$ cat src/rtl/seq_divider_pkg.sv
// Shared constants and types for the sequential restoring divider.
package seq_divider_pkg;

   // Default operand/result width.
   localparam int unsigned WIDTH_DEFAULT = 8;

   // Iteration counter width, large enough for the widest legal WIDTH (32).
   localparam int unsigned CNT_W = $clog2(32);

   // Controller states.
   typedef enum logic [1:0] {
      IDLE = 2'd0,
      RUN  = 2'd1,
      FIN  = 2'd2
   } state_t;

endpackage

$ cat src/rtl/div_step.sv
// One restoring-division step: shift in the next dividend bit, trial-subtract
// the divisor, and keep the difference only when no borrow occurs.
module div_step #(
   parameter int unsigned WIDTH = 9
) (
   input  logic [WIDTH-1:0] prem,
   input  logic             dbit,
   input  logic [WIDTH-1:0] divisor,
   output logic [WIDTH-1:0] prem_next,
   output logic             qbit
);

   logic [WIDTH-1:0] shifted;
   logic [WIDTH:0]   diff;

   // Trial subtract and restore mux.
   always_comb begin
      // The top remainder bit is always clear after a restoring step, so it can be dropped.
      shifted   = {prem[WIDTH-2:0], dbit};
      diff      = {1'b0, shifted} - {1'b0, divisor};
      qbit      = ~diff[WIDTH];
      prem_next = qbit ? diff[WIDTH-1:0] : shifted;
   end

endmodule

$ cat src/rtl/seq_divider.sv
// Sequential unsigned restoring divider, one quotient bit per clock.
// Optional build macro DIV0_ERR_EN: divide-by-zero skips the iterations,
// finishes one cycle after acceptance and raises div0_err.
module seq_divider
   import seq_divider_pkg::*;
#(
   parameter int unsigned WIDTH = WIDTH_DEFAULT
) (
   input  logic             clk,
   input  logic             rst,
   input  logic             start,
   input  logic [WIDTH-1:0] dividend,
   input  logic [WIDTH-1:0] divisor,
   output logic             busy,
   output logic             done,
   output logic [WIDTH-1:0] quotient,
   output logic [WIDTH-1:0] remainder
`ifdef DIV0_ERR_EN
   ,
   output logic             div0_err
`endif
);

   state_t           state_q, state_d;
   logic [CNT_W-1:0] cnt_q;
   logic [WIDTH:0]   prem_q;
   logic [WIDTH-1:0] dvd_q;      // dividend shifts out the top, quotient bits shift in below
   logic [WIDTH-1:0] dsor_q;
   logic [WIDTH-1:0] quotient_q;
   logic [WIDTH-1:0] remainder_q;
   logic [WIDTH:0]   step_prem;
   logic             step_qbit;
`ifdef DIV0_ERR_EN
   logic             div0_q;
`endif

   div_step #(
      .WIDTH (WIDTH + 1)
   ) u_step (
      .prem      (prem_q),
      .dbit      (dvd_q[WIDTH-1]),
      .divisor   ({1'b0, dsor_q}),
      .prem_next (step_prem),
      .qbit      (step_qbit)
   );

   // State register.
   always_ff @(posedge clk or posedge rst) begin
      if (rst) begin
         state_q <= IDLE;
      end else begin
         state_q <= state_d;
      end
   end

   // Next-state logic; start is only looked at in IDLE.
   always_comb begin
      state_d = state_q;
      unique case (state_q)
         IDLE: begin
            if (start) begin
`ifdef DIV0_ERR_EN
               state_d = (divisor == '0) ? FIN : RUN;
`else
               state_d = RUN;
`endif
            end
         end
         RUN: begin
            if (cnt_q == '0) begin
               state_d = FIN;
            end
         end
         FIN: begin
            state_d = IDLE;
         end
         default: begin
            state_d = IDLE;
         end
      endcase
   end

   // Status and result outputs.
   always_comb begin
      busy      = (state_q == RUN);
      done      = (state_q == FIN);
      quotient  = quotient_q;
      remainder = remainder_q;
`ifdef DIV0_ERR_EN
      div0_err  = div0_q;
`endif
   end

   // Operand capture, iteration datapath and result registers.
   always_ff @(posedge clk or posedge rst) begin
      if (rst) begin
         cnt_q       <= '0;
         prem_q      <= '0;
         dvd_q       <= '0;
         dsor_q      <= '0;
         quotient_q  <= '0;
         remainder_q <= '0;
`ifdef DIV0_ERR_EN
         div0_q      <= 1'b0;
`endif
      end else begin
         unique case (state_q)
            IDLE: begin
               if (start) begin
                  dvd_q  <= dividend;
                  dsor_q <= divisor;
                  prem_q <= '0;
                  cnt_q  <= CNT_W'(WIDTH - 1);
`ifdef DIV0_ERR_EN
                  div0_q <= 1'b0;
                  if (divisor == '0) begin
                     quotient_q  <= '1;
                     remainder_q <= dividend;
                     div0_q      <= 1'b1;
                  end
`endif
               end
            end
            RUN: begin
               prem_q <= step_prem;
               dvd_q  <= {dvd_q[WIDTH-2:0], step_qbit};
               if (cnt_q != '0) begin
                  cnt_q <= cnt_q - CNT_W'(1);
               end else begin
                  quotient_q  <= {dvd_q[WIDTH-2:0], step_qbit};
                  remainder_q <= step_prem[WIDTH-1:0];
               end
            end
            default: begin
            end
         endcase
      end
   end

endmodule
$ cat config.mk
export PLATFORM = sky130hd
export DESIGN_NAME = seq_divider
export DESIGN_NICKNAME = d
export VERILOG_FILES = /design/src/rtl/seq_divider_pkg.sv /design/src/rtl/div_step.sv /design/src/rtl/seq_divider.sv
export SDC_FILE = /design/constraint.sdc
export NUM_CORES = 1
export LEC_CHECK = 0
export ABC_AREA = 1
export CAP_MARGIN = 10
export CORE_AREA = 3 3 73 75
export DETAILED_ROUTE_END_ITERATION = 7
export DIE_AREA = 0 0 76 78
export GPL_TIMING_DRIVEN = 1
export PLACE_DENSITY_LB_ADDON = 0.05
export SETUP_SLACK_MARGIN = 0.1
export SYNTH_ARGS = -nofsm -noshare
export SYNTH_HDL_FRONTEND = slang
export SYNTH_SLANG_ARGS = --single-unit
$ cat constraint.sdc
create_clock -name clk -period 1.8 [get_ports clk]
set_input_delay 0.18 -clock clk [delete_from_list [all_inputs] [get_ports clk]]
set_output_delay 0.18 -clock clk [all_outputs]
set_load 0.005 [all_outputs]
==> results.sh, run 1 <==
export IMPL_outcome="completed"
export IMPL_clkSinkCount=47
export IMPL_finalInstanceArea_um2=3460
export IMPL_placement_cell_area_um2=3030
export IMPL_routabilityCongestion=0.859
export IMPL_maxCapViolations=0
export IMPL_hpwl_mm=3.84
export IMPL_fp_dieH_um=78
export IMPL_synthCells=302
export IMPL_chipWidth_um=76
export IMPL_report_final_slew_viol_count=0
export IMPL_rsz0062_at_grt="true"
export IMPL_sequential_cell_area_um2=1180
export IMPL_grt_max_degree=48
export IMPL_achievable_frequency_mhz=585
export IMPL_globalRouteTotalUtil_pct=20.3
export IMPL_final_nets=398
export IMPL_powerDensity_nw_per_um2=2220
export IMPL_ys_flop_type="sky130_fd_sc_hd__dfrtp_1"
export IMPL_wire_length_of_the_first_global_routing_pass_mm=9.67
export IMPL_leakage_nw=1.69
export IMPL_seq_area_frac_synth_pct=46.4
export IMPL_setup_worst_path_start_class="flip-flop"
export IMPL_max_slew_worst_pin_slew_ns=0.421
export IMPL_post_synth_instance_area_um2=2540
export IMPL_worst_r2r_setup_slack_ns=0.09
export IMPL_critPathRequiredTime_ns=2.00
export IMPL_floorplan_die_area_um2=5930
export IMPL_yosysWarnings=0
export IMPL_tritoncts="yes"
export IMPL_core_area_um2=4720
export IMPL_critical_register_to_register_path_endpoint="prem_q[5]"
export IMPL_rr_startpoint="prem_q[3]"
export IMPL_drt_total_wl_mm=5.97
export IMPL_diodes=0
export IMPL_via_count_of_the_first_global_routing_pass=2081
export IMPL_cp_arrival_ns=1.91
export IMPL_dr_total_vias=2276
export IMPL_antenna_found_initial=0
export IMPL_ys_types=29
export IMPL_viasPerCell=5.22
export IMPL_cts_hold_buffers=0
export IMPL_num_rows=25
export IMPL_detail_route_antenna_nets=0
export IMPL_setup_worst_path_start="prem_q[3]"
export IMPL_number_of_h_tree_levels=2
export IMPL_synth_top_cell_area_share_pct=46.4
export IMPL_post_route_min_period_ns=1.71
export IMPL_yosys_register_bits=47
export IMPL_max_fanout_on_critical_path=7
export IMPL_worst_hold_path_type="input pin to async pin"
export IMPL_vdd_drop_max_v=0.00122
export IMPL_fin_crit_share_pct=95.0
export IMPL_ctsRootBufferMaster="sky130_fd_sc_hd__clkbuf_8"
export IMPL_finalSetupViolations=0
export IMPL_synth_avg_cell_area_um2=8.40
export IMPL_clock_tree_buffer_depth=2
export IMPL_area_delta_synth_final_pct=36.4
export IMPL_source_to_sink_clock_delay_at_the_later_pin_of_the_worst_skew_pair_ns=0.30
export IMPL_n_fill_cell=356
export IMPL_synth_edf_count=0
export IMPL_design_portCount=37
export IMPL_cts_inserted_buffers=5
export IMPL_clk_pin_slew_worst_paths_ns=0.10
export IMPL_cp_end_kind="flip-flop"
export IMPL_drive_above_1_share_pct=25.7
export IMPL_drc=0
export IMPL_final_setup_skew_ns=0.0107
export IMPL_setup_worst_path_class="flip-flop to flip-flop"
export IMPL_combined_area_of_the_multi_input_logic_cells_um2=1290
export IMPL_grt_overflow=0
export IMPL_drt_iter0_markers=174
export IMPL_finalPower_mw=7.67
export IMPL_synth_top_cell_by_area="sky130_fd_sc_hd__dfrtp_1"
export IMPL_floorplan_initialDensity_pct=53.7
export IMPL_number_of_detailed_routing_iterations_run_before_antenna_repair=4
export IMPL_slew_headroom_pct=71.9
export IMPL_final_hold_viol_count=0
export IMPL_routedWlPerCell_um=13.7
export IMPL_portBuffers=36
export IMPL_synthTopCellsByArea="sky130_fd_sc_hd__dfrtp_1 46%, sky130_fd_sc_hd__nand2_1 13%, sky130_fd_sc_hd__inv_1 6.4%, sky130_fd_sc_hd__ha_1 4.9%, sky130_fd_sc_hd__nand3_1 3.9%"
export IMPL_ff2ff_path_depth=11
export IMPL_asyncSetResetFlopFracSynth_pct=100
export IMPL_synth_nets=332
-- routing by layer --
| layer | wire (um) | share of wire, % | vias to the layer above | track usage [%] |
|---|---|---|---|---|
| met4 | 139 | 2.3 | 0 | 7.07 |
| li1 | - | - | 1111 | - |
| met2 | 2880 | 48 | 71 | 32.5 |
| met5 | 0 | 0 | - | 0 |
| met3 | 324 | 5.4 | 13 | 3.48 |
| met1 | 2620 | 44 | 1081 | 28.1 |
-- cell usage in the layout, fill, tap and decap left out, drive strengths merged --
cell           instances
nor2                  17
a31oi                  1
fa                     1
ha                    10
clkdlybuf4s50         36
o21ai                 22
or2                    1
o22ai                  1
buf                   29
clkbuf                 6
dfrtp                 47
nand2                 89
nor3b                  1
a221oi                 7
bufinv                 1
a21oi                  5
inv                   48
nand4                 10
xor2                   3
nand3                 26
nor3                   8
-- per-stage QoR --
step	std cells	setup WS, ns	util, %	setup TNS [ns]	hold slack (ns)
after floorplan	302	0.171	-	0	0.290
after global placement	411	-0.0195	64.1	-0.0313	0.463
after detailed placement	411	-0.0455	64.1	-0.0863	0.466
after CTS	426	0.105	69.2	0	0.234
after global routing	436	0.000396	73.2	0	0.264
final	436	0.0906	73.2	0	0.214
-- worst max-delay path: stages (launching register included) --
cell,delay (ns)
sky130_fd_sc_hd__dfrtp_1,0.44
sky130_fd_sc_hd__ha_4,0.33
sky130_fd_sc_hd__nand2_2,0.06
sky130_fd_sc_hd__nand2_2,0.10
sky130_fd_sc_hd__inv_2,0.05
sky130_fd_sc_hd__nand2_2,0.08
sky130_fd_sc_hd__nand2_4,0.10
sky130_fd_sc_hd__buf_6,0.14
sky130_fd_sc_hd__nand4_1,0.09
sky130_fd_sc_hd__nand2_1,0.09
sky130_fd_sc_hd__nand2_1,0.07
sky130_fd_sc_hd__nand2_1,0.05
-- power by group --
part           internal, mW  leakage [nW]  switching (mW)
Combinational          2.27          1.06            2.72
Clock                 0.457        0.0618           0.371
Sequential             1.57         0.568           0.282
-- synth_stat cells, types with 2 or more instances --
| master | instances |
|---|---|
| sky130_fd_sc_hd__nand2_2 | 4 |
| sky130_fd_sc_hd__nand3_2 | 3 |
| sky130_fd_sc_hd__nor3_1 | 8 |
| sky130_fd_sc_hd__ha_1 | 10 |
| sky130_fd_sc_hd__nor2_2 | 2 |
| sky130_fd_sc_hd__buf_6 | 5 |
| sky130_fd_sc_hd__inv_1 | 43 |
| sky130_fd_sc_hd__inv_2 | 4 |
| sky130_fd_sc_hd__dfrtp_1 | 47 |
| sky130_fd_sc_hd__nand3_4 | 2 |
| sky130_fd_sc_hd__a221oi_1 | 7 |
| sky130_fd_sc_hd__o21ai_0 | 15 |
| sky130_fd_sc_hd__o21ai_2 | 6 |
| sky130_fd_sc_hd__a21oi_1 | 4 |
| sky130_fd_sc_hd__nor2_1 | 14 |
| sky130_fd_sc_hd__nand3_1 | 20 |
| sky130_fd_sc_hd__xor2_1 | 3 |
| sky130_fd_sc_hd__nand2_1 | 85 |
| sky130_fd_sc_hd__nand4_1 | 10 |
-- worst max path at each step --
stage | end | cells after the start | slack, ns
2_1_floorplan | prem_q[5] | 11 | 0.17
3_3_place_gp | prem_q[5] | 11 | -0.02
3_5_place_dp | prem_q[5] | 11 | -0.05
4_1_cts | remainder[5] | 9 | 0.10
5_1_grt | remainder[4] | 8 | 0.0004
6_report | prem_q[5] | 11 | 0.09
-- state kept, by name, summed over array words and instances, names as in the netlist --
register,cells
cnt_q,5
remainder,8
quotient,8
prem_q,8
dsor_q,8
state_q,2
dvd_q,8
-- cell type report --
type,instances,share of cell area [%]
repair buffers,65,17.6
well taps,67,2.42
multi-input cells,202,37.3
flip-flops and latches,47,34.0
clock buffers,6,2.39
clock inverters,2,1.12
inverters,47,5.10
-- logic make-up after synthesis --
kind of cell | synth area share (%)
AOI/OAI and AO/OA | 9.57
adders and majority gates | 5.72
and+or+nand+nor | 27.8
DFF | 46.4
buffers and inverters | 9.52
xor gates and xnor gates | 1.04
-- repair_timing --
action	in CTS	in global routing
setup endpoints to repair	19	18
gates resized for setup	8	36
setup buffers	6	10
gates cloned	1	0
pin swaps	6	22
Note: power is estimated with default switching activity, not from simulation.
==> run 2: changes to the inputs <==
--- a/config.mk
+++ b/config.mk
@@ -7,9 +7,9 @@
 export LEC_CHECK = 0
 export ABC_AREA = 1
 export CAP_MARGIN = 10
-export CORE_AREA = 3 3 73 75
+export CORE_AREA = 3 3 70 78
 export DETAILED_ROUTE_END_ITERATION = 7
-export DIE_AREA = 0 0 76 78
+export DIE_AREA = 0 0 73 81
 export GPL_TIMING_DRIVEN = 1
 export PLACE_DENSITY_LB_ADDON = 0.05
 export SETUP_SLACK_MARGIN = 0.1
==> run 2 against run 1 <==
Net effect:
- worst hold slack improved by 0.0078 ns
- die area decreased by 0.25%
- sequential power about the same
- routed wire length decreased by 3.4%
- clock skew decreased by 0.0024 ns
- utilization decreased by 0.73 points
- fmax about the same
- register-to-register slack about the same
- clock power decreased by 3.7%
- sequential share of layout area increased by 0.39 points
- cell count decreased by 3.2%
- count of clock-buffer cells in the layout decreased by 1
- highest routed layer unchanged
==> results.sh, run 2 (synthesis gave the netlist of run 1 again) <==
export IMPL_met2_wirelength_mm=2.86
export IMPL_finalInstanceArea_um2=3420
export IMPL_portBuffers=36
export IMPL_final_common_cell="sky130_fd_sc_hd__nand2_1"
export IMPL_finish_utilization_pct=72.5
export IMPL_core_area_um2=4720
export IMPL_dpl_worst_slack_ns=-0.0280
export IMPL_layoutNonFillerInstCount=422
export IMPL_routedWlPerCell_um=13.7
export IMPL_fin_crit_share_pct=94.9
export IMPL_report_final_slew_viol_count=0
export IMPL_outcome="completed"
export IMPL_fp_dieH_um=81
export IMPL_placedCellCount=400
export IMPL_hpwl_mm=3.86
export IMPL_drt_iter0_markers=189
export IMPL_critPathRequiredTime_ns=2.00
export IMPL_drc=0
export IMPL_globalRouteTotalUtil_pct=19.9
export IMPL_post_route_min_period_ns=1.71
export IMPL_final_setup_skew_ns=0.00830
export IMPL_ff2ff_path_depth=9
export IMPL_chipWidth_um=73
export IMPL_max_fanout_on_critical_path=6
export IMPL_vdd_drop_max_v=0.00110
export IMPL_grt_overflow=0
export IMPL_floorplan_die_area_um2=5910
export IMPL_detail_route_antenna_nets=0
export IMPL_drt_total_wl_mm=5.76
export IMPL_mostFrequentLayoutCells="79 x sky130_fd_sc_hd__nand2_1, 46 x sky130_fd_sc_hd__dfrtp_1, 38 x sky130_fd_sc_hd__inv_1"
export IMPL_finalSetupViolations=0
export IMPL_drive_above_1_share_pct=23.0
export IMPL_leakage_nw=1.67
export IMPL_routabilityCongestion=0.817
export IMPL_fin_setup_tns_ns=0
export IMPL_setup_worst_path_start_class="flip-flop"
export IMPL_routedLengthMet1_mm=2.58
export IMPL_ctsRootBufferMaster="sky130_fd_sc_hd__clkbuf_8"
export IMPL_source_to_sink_clock_delay_at_the_later_pin_of_the_worst_skew_pair_ns=0.31
export IMPL_antenna_found_initial=0
export IMPL_clkSinkCount=47
export IMPL_worst_hold_path_type="input pin to async pin"
export IMPL_placement_cell_area_um2=3010
export IMPL_number_of_h_tree_levels=2
export IMPL_cts_inserted_buffers=5
export IMPL_clock_tree_buffer_depth=2
export IMPL_slew_headroom_pct=71.2
export IMPL_grt_max_degree=48
export IMPL_design_portCount=37
export IMPL_wire_length_of_the_first_global_routing_pass_mm=9.20
export IMPL_floorplan_initialDensity_pct=53.8
export IMPL_cp_arrival_ns=1.91
export IMPL_setup_worst_path_class="flip-flop to flip-flop"
export IMPL_worst_slack_ns=0.0923
export IMPL_num_rows=26
export IMPL_highest_signal_layer="met4"
export IMPL_area_delta_synth_final_pct=34.9
export IMPL_maxCapViolations=0
export IMPL_diodes=0
export IMPL_number_of_detailed_routing_iterations_run_before_antenna_repair=4
export IMPL_rsz0062_at_grt="true"
export IMPL_clk_pin_slew_worst_paths_ns=0.10
export IMPL_dr_total_vias=2194
export IMPL_met3_wirelength_um=281
export IMPL_tritoncts="yes"
export IMPL_final_hold_viol_count=0
export IMPL_viasPerCell=5.20
export IMPL_final_nets=395
export IMPL_cts_hold_buffers=0
export IMPL_powerDensity_nw_per_um2=2190
export IMPL_cp_end_kind="flip-flop"
export IMPL_max_slew_worst_pin_slew_ns=0.432
export IMPL_via_count_of_the_first_global_routing_pass=2004
export IMPL_achievable_frequency_mhz=586
[run 2: metrics by stage]
stage / hold WS [ns] / total power [mW]
2_1_floorplan: 0.290 / 4.50
3_3_place_gp: 0.463 / 5.54
3_5_place_dp: 0.466 / 5.62
4_1_cts: 0.235 / 6.75
5_1_grt: 0.254 / 8.16
6_report: 0.222 / 7.48
[run 2: final timing paths]
kind	from	end	slack, ns
max	prem_q[4]	prem_q[5]	0.09
min	rst	quotient[6]	0.22
max reg2reg	prem_q[4]	prem_q[5]	0.09
min reg2reg	remainder[1]	remainder[1]	0.48
max in group asynchronous	rst	prem_q[4]	1.34
min in group clk	divisor[0]	dsor_q[0]	0.42
[run 2: worst max-delay path, cell delays in order (launching register included)]
cell and delay (ns):
sky130_fd_sc_hd__dfrtp_2 0.46, sky130_fd_sc_hd__ha_4 0.29, sky130_fd_sc_hd__nand2_4 0.06, sky130_fd_sc_hd__nor2_4 0.17, sky130_fd_sc_hd__nand3_4 0.17, sky130_fd_sc_hd__buf_6 0.17
sky130_fd_sc_hd__nand4_1 0.07, sky130_fd_sc_hd__nand2_1 0.09, sky130_fd_sc_hd__nand2_1 0.07, sky130_fd_sc_hd__nand2_1 0.05
[run 2: power breakdown]
group	switching [mW]	internal, mW	total (mW)
sequential	0.281	1.57	1.85
clock	0.379	0.419	0.797
combinational	2.64	2.19	4.83
[run 2: cell type report]
cell class                      instances  area [um2]
Fill cell                             344        1300
Tap cell                               56        70.1
Sequential cell                        47        1180
Clock buffer                            5        68.8
Multi-Input combinational cell        202        1290
Inverter                               47         176
Clock inverter                          3        46.3
Timing Repair Buffer                   62         591
[run 2: metal layers]
| metal | track usage, % | up-vias |
|---|---|---|
| met5 | 0 | - |
| met4 | 4.98 | 0 |
| met3 | 3.59 | 4 |
| met2 | 31.4 | 62 |
| met1 | 28.2 | 1018 |
| li1 | - | 1110 |
[run 2: timing repair]
action,4_1_cts,5_1_grt
pin swaps,4,35
buffers inserted,5,8
endpoints found under the setup margin,18,18
gates cloned,1,0
gates resized for setup,5,36
==> run 3: changes to the inputs <==
--- a/config.mk
+++ b/config.mk
@@ -7,9 +7,12 @@
 export LEC_CHECK = 0
 export ABC_AREA = 1
 export CAP_MARGIN = 10
-export CORE_AREA = 3 3 70 78
+export CELL_PAD_IN_SITES_DETAIL_PLACEMENT = 0
+export CELL_PAD_IN_SITES_GLOBAL_PLACEMENT = 1
+export CORE_AREA = 3 3 65 112
+export CTS_BUF_LIST = sky130_fd_sc_hd__clkbuf_16
 export DETAILED_ROUTE_END_ITERATION = 7
-export DIE_AREA = 0 0 73 81
+export DIE_AREA = 0 0 68 115
 export GPL_TIMING_DRIVEN = 1
 export PLACE_DENSITY_LB_ADDON = 0.05
 export SETUP_SLACK_MARGIN = 0.1
==> run 3 against run 2 <==
Net effect:
- sequential cell count is the same
- cell area grew 3.7%
- combinational power grew 2%
- setup slack gained 0.067 ns
- routed wire length grew 7.8%
- sequential power is essentially flat
- critical endpoint is now prem_q[3]
- highest routed layer unchanged
==> results.sh, run 3 (synthesis gave the netlist of run 1 again) <==
export IMPL_source_to_sink_clock_delay_at_the_later_pin_of_the_worst_skew_pair_ns=0.28
export IMPL_finalPower_mw=7.96
export IMPL_clk_pin_slew_worst_paths_ns=0.06
export IMPL_mostFrequentLayoutCells="73 x sky130_fd_sc_hd__nand2_1, 47 x sky130_fd_sc_hd__dfrtp_1, 36 x sky130_fd_sc_hd__inv_1, 36 x sky130_fd_sc_hd__clkdlybuf4s50_1"
export IMPL_wire_length_of_the_first_global_routing_pass_mm=10.4
export IMPL_outcome="completed"
export IMPL_ff2ff_path_depth=10
export IMPL_rsz0062_at_grt="true"
export IMPL_slew_headroom_pct=70.3
export IMPL_fp_dieH_um=115
export IMPL_max_slew_worst_pin_slew_ns=0.444
export IMPL_final_setup_skew_ns=0.00410
export IMPL_tritoncts="yes"
export IMPL_critPathRequiredTime_ns=2.00
export IMPL_worst_r2r_setup_slack_ns=0.16
export IMPL_rr_startpoint="dsor_q[6]"
export IMPL_hpwl_mm=4.46
export IMPL_crit_path_max_incr_delay_ns=0.37
export IMPL_report_final_slew_viol_count=0
export IMPL_slowest_stage="sky130_fd_sc_hd__dfrtp_1"
export IMPL_antenna_found_initial=0
export IMPL_drive_above_1_share_pct=24.7
export IMPL_grt_overflow=0
export IMPL_cts_inserted_buffers=5
export IMPL_viasPerCell=4.91
export IMPL_routedWlPerCell_um=13.9
export IMPL_globalRouteTotalUtil_pct=17.5
export IMPL_area_delta_synth_final_pct=39.8
export IMPL_crit_family="simple AND/OR/NAND/NOR gates"
export IMPL_dr_total_vias=2194
export IMPL_diodes=0
export IMPL_grt_max_degree=48
export IMPL_final_hold_viol_count=0
export IMPL_floorplan_die_area_um2=7820
export IMPL_leakage_nw=1.72
export IMPL_vdd_drop_max_v=0.00137
export IMPL_cp_arrival_ns=1.84
export IMPL_worst_hold_path_type="input pin to async pin"
export IMPL_setup_worst_path_class="flip-flop to flip-flop"
export IMPL_num_rows=39
export IMPL_achievable_frequency_mhz=609
export IMPL_powerDensity_nw_per_um2=2250
export IMPL_final_common_cell="sky130_fd_sc_hd__nand2_1"
export IMPL_routabilityCongestion=0.829
export IMPL_number_of_buffer_and_inverter_instances_along_the_worst_setup_path=2
export IMPL_design_portCount=37
export IMPL_critical_path_top_cell_by_count="sky130_fd_sc_hd__nand2_2"
export IMPL_portBuffers=36
export IMPL_detail_route_antenna_nets=0
export IMPL_placedCellCount=429
export IMPL_finalSetupViolations=0
export IMPL_whs_ns=0.242
export IMPL_via_count_of_the_first_global_routing_pass=2166
export IMPL_drc=0
export IMPL_maxCapViolations=0
export IMPL_floorplan_initialDensity_pct=38.8
export IMPL_ctsRootBufferMaster="sky130_fd_sc_hd__clkbuf_16"
export IMPL_cp_cell_sequence="inv_2 > ha_4 > nand2_2 > nand2_2 > a21oi_4 > buf_6 > nand3_4 > nand2_4 > nand3_2 > o21ai_1"
export IMPL_post_route_min_period_ns=1.64
export IMPL_critical_register_to_register_path_endpoint="prem_q[3]"
export IMPL_finish_utilization_pct=54.2
export IMPL_drt_iter0_markers=112
export IMPL_fin_crit_share_pct=91.2
export IMPL_cts_hold_buffers=0
export IMPL_number_of_h_tree_levels=2
export IMPL_max_fanout_on_critical_path=5
export IMPL_chipWidth_um=68
export IMPL_cp_end_kind="flip-flop"
export IMPL_layoutNonFillerInstCount=447
export IMPL_clock_tree_buffer_depth=2
export IMPL_clkSinkCount=47
export IMPL_number_of_detailed_routing_iterations_run_before_antenna_repair=4
export IMPL_setup_worst_path_start_class="flip-flop"
export IMPL_final_nets=394
export IMPL_core_area_um2=6540
export IMPL_drt_total_wl_mm=6.22
==> run 3: cell types whose count changed in the layout (fill, tap and decap cells not counted), sizes merged <==
cell      delta
buf          -1
bufinv       +1
clkinvlp     -1
==> run 3: worst max-delay path by stage <==
stage | start | end | cells after the start
2_1_floorplan | prem_q[2] | prem_q[5] | 11
3_3_place_gp | prem_q[3] | remainder[5] | 11
3_5_place_dp | start | prem_q[2] | 6
4_1_cts | dsor_q[4] | remainder[5] | 12
5_1_grt | dsor_q[0] | remainder[4] | 8
6_report | dsor_q[6] | prem_q[3] | 10
==> run 3: repair_timing <==
item                       in CTS  in global routing
pin swaps                       5                 18
buffers inserted                4                  5
setup endpoints to repair      19                 18
gates cloned                    1                  0
gates resized for setup        14                 38
==> run 3: worst min-delay path, cell delays in order <==
cell and delay [ns]:
sky130_fd_sc_hd__clkdlybuf4s50_1 0.41, sky130_fd_sc_hd__inv_2 0.07, sky130_fd_sc_hd__buf_12 0.24
==> run 3: metal layers <==
metal | vias to the layer above | share of wire (%) | track usage [%]
li1 | 1104 | - | -
met1 | 1058 | 42 | 22.2
met2 | 25 | 54 | 29.9
met3 | 7 | 2.6 | 2.25
met4 | 0 | 1.4 | 5.98
met5 | - | 0 | 0
==> run 3: where the power goes <==
group	internal, mW	switching [mW]
Clock	0.791	0.389
Sequential	1.57	0.292
Combinational	2.27	2.66
==> run 3: per-stage QoR <==
| step | setup TNS (ns) | area (um2) | setup WS [ns] |
|---|---|---|---|
| after floorplan | 0 | 2540 | 0.171 |
| after global placement | -0.430 | 3070 | -0.0820 |
| after detailed placement | -0.762 | 3070 | -0.158 |
| after CTS | 0 | 3380 | 0.0945 |
| after global routing | 0 | 3550 | 0.0194 |
| final | 0 | 3550 | 0.159 |
==> run 3: area by class of cell <==
class	count	area (um2)
fillers	654	2990
multi-input cells	202	1320
flip-flops and latches	47	1180
repair buffers	61	583
inverters	47	176
clock buffers	5	125
well taps	82	103
clock inverters	3	63.8
